[src/rtl/region_decoder_fsm.sv]
// Programmable 68000 bus-cycle decoder: match/mask region table, registered
// chip selects, wait-state timed DTACKn and no-hit BERRn timeout.
module region_decoder_fsm #(
   parameter int unsigned NUM_REGIONS = 16,
   parameter int unsigned ADDR_W      = 24,
   parameter int unsigned MATCH_BITS  = 8,
   parameter int unsigned WAIT_W      = 4,
   parameter int unsigned PRIORITY    = 1,
   parameter int unsigned BERR_CYCLES = 64,
   localparam int unsigned IDX_W      = $clog2(NUM_REGIONS),
   localparam int unsigned CFG_W      = 2*MATCH_BITS + WAIT_W + 1
) (
   input  logic                   clk,
   input  logic                   reset_n,
   input  logic                   cfg_we,
   input  logic [IDX_W-1:0]       cfg_idx,
   input  logic [CFG_W-1:0]       cfg_data,
   input  logic                   cpu_as_n,
   input  logic [1:0]             cpu_ds_n,
   input  logic [ADDR_W-1:0]      cpu_word_addr,
   output logic [NUM_REGIONS-1:0] sel_n,
   output logic [IDX_W-1:0]       hit_idx,
   output logic                   hit,
   output logic                   dtack_n,
   output logic                   berr_n
);

   localparam int unsigned BCNT_W = $clog2(BERR_CYCLES) + 1;

   typedef enum logic [2:0] {
      S_IDLE = 3'd0,
      S_WAIT = 3'd1,
      S_ACK  = 3'd2,
      S_BERR = 3'd3,
      S_END  = 3'd4
   } state_t;

   // Region table
   logic                  en_q    [NUM_REGIONS];
   logic                  en_d    [NUM_REGIONS];
   logic [WAIT_W-1:0]     wait_q  [NUM_REGIONS];
   logic [WAIT_W-1:0]     wait_d  [NUM_REGIONS];
   logic [MATCH_BITS-1:0] match_q [NUM_REGIONS];
   logic [MATCH_BITS-1:0] match_d [NUM_REGIONS];
   logic [MATCH_BITS-1:0] mask_q  [NUM_REGIONS];
   logic [MATCH_BITS-1:0] mask_d  [NUM_REGIONS];

   // Bus-cycle state
   state_t                state_q, state_d;
   logic [NUM_REGIONS-1:0] sel_n_q, sel_n_d;
   logic [IDX_W-1:0]      hit_idx_q, hit_idx_d;
   logic                  hit_q, hit_d;
   logic                  dtack_n_q, dtack_n_d;
   logic                  berr_n_q, berr_n_d;
   logic [WAIT_W-1:0]     cnt_q, cnt_d;
   logic [BCNT_W-1:0]     bcnt_q, bcnt_d;

   // Decode results
   logic [NUM_REGIONS-1:0] hit_vec_c;
   logic                   any_hit_c;
   logic [IDX_W-1:0]       win_idx_c;
   logic [WAIT_W-1:0]      win_wait_c;
   logic                   go_end_c;
   logic                   addr_unused_c;

   // Only the upper address bits take part in the decode.
   assign addr_unused_c = ^cpu_word_addr[ADDR_W-MATCH_BITS-1:0];

   // Table write: one entry per strobe, accepted in any state.
   always_comb begin
      en_d    = en_q;
      wait_d  = wait_q;
      match_d = match_q;
      mask_d  = mask_q;
      if (cfg_we && (32'(cfg_idx) < NUM_REGIONS)) begin
         en_d[cfg_idx]    = cfg_data[CFG_W-1];
         wait_d[cfg_idx]  = cfg_data[2*MATCH_BITS +: WAIT_W];
         match_d[cfg_idx] = cfg_data[MATCH_BITS +: MATCH_BITS];
         mask_d[cfg_idx]  = cfg_data[0 +: MATCH_BITS];
      end
   end

   // Per-region match and lowest-index winner with its wait count.
   always_comb begin
      hit_vec_c  = '0;
      win_idx_c  = '0;
      win_wait_c = '0;
      for (int i = 0; i < NUM_REGIONS; i++) begin
         hit_vec_c[i] = en_q[i] &&
            ((cpu_word_addr[ADDR_W-1 -: MATCH_BITS] & mask_q[i]) == match_q[i]);
      end
      for (int i = NUM_REGIONS - 1; i >= 0; i--) begin
         if (hit_vec_c[i]) begin
            win_idx_c  = IDX_W'(i);
            win_wait_c = wait_q[i];
         end
      end
      any_hit_c = |hit_vec_c;
   end

   // Next state and registered outputs of the bus-cycle FSM.
   always_comb begin
      state_d   = state_q;
      sel_n_d   = sel_n_q;
      hit_idx_d = hit_idx_q;
      hit_d     = hit_q;
      dtack_n_d = dtack_n_q;
      berr_n_d  = berr_n_q;
      cnt_d     = cnt_q;
      bcnt_d    = bcnt_q;
      go_end_c  = 1'b0;
      unique case (state_q)
         S_IDLE: begin
            if (!cpu_as_n && (cpu_ds_n != 2'b11)) begin
               hit_d     = any_hit_c;
               hit_idx_d = win_idx_c;
               cnt_d     = win_wait_c;
               bcnt_d    = '0;
               if (any_hit_c) begin
                  state_d = S_WAIT;
                  sel_n_d = (PRIORITY != 0) ? ~(NUM_REGIONS'(1) << win_idx_c) : ~hit_vec_c;
               end else begin
                  state_d = S_BERR;
                  sel_n_d = '1;
               end
            end
         end
         S_WAIT: begin
            if (cpu_as_n) begin
               go_end_c = 1'b1;
            end else if (cnt_q == '0) begin
               state_d   = S_ACK;
               dtack_n_d = 1'b0;
            end else begin
               cnt_d = cnt_q - WAIT_W'(1);
            end
         end
         S_ACK: begin
            if (cpu_as_n) go_end_c = 1'b1;
         end
         S_BERR: begin
            if (cpu_as_n) begin
               go_end_c = 1'b1;
            end else if (berr_n_q) begin
               if (bcnt_q == BCNT_W'(BERR_CYCLES - 1)) berr_n_d = 1'b0;
               else                                    bcnt_d   = bcnt_q + BCNT_W'(1);
            end
         end
         S_END:   state_d = S_IDLE;
         default: state_d = S_IDLE;
      endcase
      // Cycle termination: outputs go idle for the END cycle.
      if (go_end_c) begin
         state_d   = S_END;
         sel_n_d   = '1;
         hit_d     = 1'b0;
         hit_idx_d = '0;
         dtack_n_d = 1'b1;
         berr_n_d  = 1'b1;
      end
   end

   // State, output and table registers with synchronous active-low reset.
   always_ff @(posedge clk) begin
      if (!reset_n) begin
         state_q   <= S_IDLE;
         sel_n_q   <= '1;
         hit_idx_q <= '0;
         hit_q     <= 1'b0;
         dtack_n_q <= 1'b1;
         berr_n_q  <= 1'b1;
         cnt_q     <= '0;
         bcnt_q    <= '0;
         for (int i = 0; i < NUM_REGIONS; i++) begin
            en_q[i]    <= 1'b0;
            wait_q[i]  <= '0;
            match_q[i] <= '0;
            mask_q[i]  <= '0;
         end
      end else begin
         state_q   <= state_d;
         sel_n_q   <= sel_n_d;
         hit_idx_q <= hit_idx_d;
         hit_q     <= hit_d;
         dtack_n_q <= dtack_n_d;
         berr_n_q  <= berr_n_d;
         cnt_q     <= cnt_d;
         bcnt_q    <= bcnt_d;
         en_q      <= en_d;
         wait_q    <= wait_d;
         match_q   <= match_d;
         mask_q    <= mask_d;
      end
   end

   assign sel_n   = sel_n_q;
   assign hit_idx = hit_idx_q;
   assign hit     = hit_q;
   assign dtack_n = dtack_n_q;
   assign berr_n  = berr_n_q;

endmodule

[config.mk]
export PLATFORM = sky130hd
export DESIGN_NAME = region_decoder_fsm
export DESIGN_NICKNAME = d
export VERILOG_FILES = /design/src/rtl/region_decoder_fsm.sv
export SDC_FILE = /design/constraint.sdc
export NUM_CORES = 1
export LEC_CHECK = 0
export ABC_AREA = 1
export CAP_MARGIN = 10
export CORE_AREA = 2 2 285 174
export DETAILED_ROUTE_END_ITERATION = 7
export DIE_AREA = 0 0 287 176
export SLEW_MARGIN = 20
export SYNTH_ARGS = -nofsm -noshare
export SYNTH_HDL_FRONTEND = slang
export SYNTH_SLANG_ARGS = --single-unit
[constraint.sdc]
create_clock -name clk -period 2.2 [get_ports clk]
set_input_delay 0.44 -clock clk [delete_from_list [all_inputs] [get_ports clk]]
set_output_delay 0.44 -clock clk [all_outputs]
set_load 0.03 [all_outputs]
==> results.md <==
- DIE AREA: 50500 um2
- Peak supply drop: around 0.47 mV
- Die Wd: around 290 um
- Top post-synthesis cells by area: dfxtp_1 45%, o21ai_0 12%, nor2_1 11%, nand2_1 6.6%, a21oi_1 6.0%
- Std cell rows: 62
- Max Fclk: 410 MHz
- Initial antenna violation count: 1
- Logic pwr share: 14.6%
- DRT Pass-1 Iters: 6
- Hold depth: 3
- Starting Density: 34.9%
- I/O Pins: 78
- Layout cells sized above 1: approximately 16%
- Yosys warnings: 0
- P_int: 11.8 mW
- Failing checks: setup timing
- Status: complete, but fails checks
- CP required: 2.64 ns
- Final-report max-slew violation count: 0
- Global-route wire length before repair: approximately 86 mm
- Max Cap Violations: 0
- Setup Skew: 0.0235 ns
- End point of the critical path: sel_n[9]
- Largest net degree at the start of global routing: 105
- Dominant cell type by area after synthesis: dfxtp_1
- Clk_lat worst skew: 0.55 ns
- Setup crit end kind: flop
- GRT Total Usage: 22.1%
- Mapped Avg Cell Area: 7.01 um2
- Reg2reg start: mask_q[5]
- Cell variety after synth: slightly above 40
- Number of global-route vias before repair: 15.1k
- R2R setup slack: -0.24 ns
- Syn Inst Count: 2375
- Post-synth top cells: 487 x nor2_1, 388 x o21ai_0, 373 x dfxtp_1, 291 x nand2_1, 205 x inv_1
- Worst slew pin tran: about 0.44 ns
- Post-synth top flop: dfxtp_1
- DRT antenna net count: 0
- Final-report setup violation count: 22
- Via count: around 16k
- Worst-path maximum fanout: 4
- Min Clock Period, post-route: ~2.4 ns
- Post-synth ARST share: 0%
- Rel. slew slack: 70.8%
- Period utilization: 111%
- Final hold vios: 0
- CTS Hold Bufs: 0
- Hpwl dp: 36.6 mm
- CP arrival: 2.89 ns
- Sw power: 4.52 mW
- Root Driver: clkbuf_16
- Capturing point of the worst reg2reg path: sel_n[9]
- Top-count cell post-synth: nor2_1
- Seq/Total Area, Yosys: 44.9%
- Pwr dens: 769 nW/um2
- Grt ovf: 0
- Die Height: ~180 um
- Syn_nets: 2432
- Iter 0 DRT Violations: 1776
- DP Area: 19400 um2
- Synth top area share: about 45%
- H-Tree Depth: 2
- I/O Buffers: 61
- Lkg Pwr: 8.70 nW
- Post-synth EDFFs: 0
- DRT Wirelength: 56.7 mm
- RSZ-0062 raised after global routing: true
- Finished Cell Area: 21200 um2
- Seq cells post-synth: 373
- CTS buffer count: 39
- Wire per inst: about 18 um
- Clk pwr share: 41.9%
- Power share of the sequential group: 43.5%
- Critical path startpoint category: flop
- Reg clk slew, reported paths: 0.07 ns
- Post-route core utilization: 44.5%
- Setup CP Type: reg2reg
- Final worst slack: -0.241 ns
- Layout area overhead: 27.4%
- Placeable Area: 47600 um2
- Critical path startpoint: mask_q[5]
- Combined area of all synthesized cells: 16600 um2
- Clock Sinks: about 370
- # DRC: 0
- Final net count: 2627
- Worst min-delay path class: in2reg
- R2R cell count: 22
- Switching Share: 27.7%
- Max clock buf depth: 3
- Hold path startpoint: reset_n
- CTS tree: built
- Gpl congestion: 0.878
- Vias/cell: 5.08
how the worst min path moves through the flow:
stage | slack (ns) | to
2_1_floorplan | 0.42 | en_q[12]
3_3_place_gp | 0.43 | en_q[12]
3_5_place_dp | 0.44 | mask_q[124]
4_1_cts | 0.22 | wait_q[50]
5_1_grt | 0.23 | wait_q[50]
6_report | 0.25 | wait_q[50]
cells by family after synthesis:
group	Yosys count	share of synthesized area [%]
compound gates	625	19.1
flops	373	44.9
fa+ha+maj	2	0.150
simple gates	957	24.2
xor+xnor	58	3.05
buf+inv	360	8.63
state kept, by name, indices dropped and copies added (netlist names), 4 cells and up:
| name | cells |
|---|---|
| mask_q | 128 |
| wait_q | 64 |
| cnt_q | 4 |
| en_q | 16 |
| sel_n | 16 |
| hit_idx | 4 |
| bcnt_q | 7 |
| match_q | 128 |
critical path, cell delays in order, from the launching register on:
cell and delay (ns):
dfxtp_4 0.37, nand2_4 0.09, nor2_2 0.04, nor2_1 0.10, nand4_1 0.22, nor2_4 0.24
nand2_2 0.08, nand2_2 0.06, nand2_1 0.05, nand2_1 0.06, nand2_1 0.05, nand2_1 0.05
nand2_1 0.05, nand2_1 0.05, nand2_1 0.05, nand2_1 0.06, nand2_1 0.06, nand2_2 0.08
nand2_4 0.07, nand2_4 0.09, nand4_1 0.17, o21bai_1 0.18, nand2_1 0.06
power by group through the flow:
stage	clock (mW)	combinational, mW	sequential (mW)
6_report	6.83	2.39	7.09
4_1_cts	6.93	2.29	7.09
3_3_place_gp	0	2.16	7.23
5_1_grt	7.20	2.61	7.11
3_5_place_dp	0	2.20	7.24
2_1_floorplan	0	1.18	7.27
layer usage:
layer | vias to the layer above | wire length (um) | track usage [%]
met5 | - | 0 | 0
met4 | 0 | 1430 | 6.27
met3 | 100 | 5120 | 4.87
met2 | 611 | 23200 | 32.0
met1 | 7650 | 27000 | 32.5
li1 | 8087 | - | -
timing repair:
action,CTS,global route
endpoints found under the hold margin,0,0
endpoints found under the setup margin,25,26
setup buffers,10,7
gates resized for setup,63,43
cloned,5,0
pin swaps,14,31
placed cells by master, fill, tap and decap left out, types with 30 or more instances in the layout:
| cell type | instances |
|---|---|
| nor2_1 | 479 |
| o21ai_0 | 379 |
| dfxtp_1 | 363 |
| nand2_1 | 284 |
| inv_1 | 199 |
| a21oi_1 | 196 |
| buf_4 | 195 |
| clkdlybuf4s50_1 | 52 |
| nand3_1 | 45 |
| clkbuf_16 | 39 |
| nor3_1 | 36 |
| xnor2_1 | 30 |
cell type report:
class,count,area (um2)
Timing Repair Buffer,289,2780
Inverter,225,855
Sequential cell,373,7480
Fill cell,4646,26400
Antenna cell,2,5.00
Multi-Input combinational cell,1642,7980
Clock buffer,50,1070
Clock inverter,18,228
Tap cell,640,801
per-stage QoR:
stage	std cells	hold slack, ns	power (mW)	setup WS [ns]	setup TNS [ns]
4_1_cts	3231	0.222	16.3	-0.162	-1.06
3_3_place_gp	3148	0.430	9.40	-1.05	-25.48
2_1_floorplan	2375	0.420	8.45	-0.0247	-0.0844
3_5_place_dp	3148	0.436	9.44	-1.10	-26.62
5_1_grt	3237	0.232	16.9	-0.427	-7.10
6_report	3239	0.245	16.3	-0.241	-3.65
(Power assumes the default switching activity.)
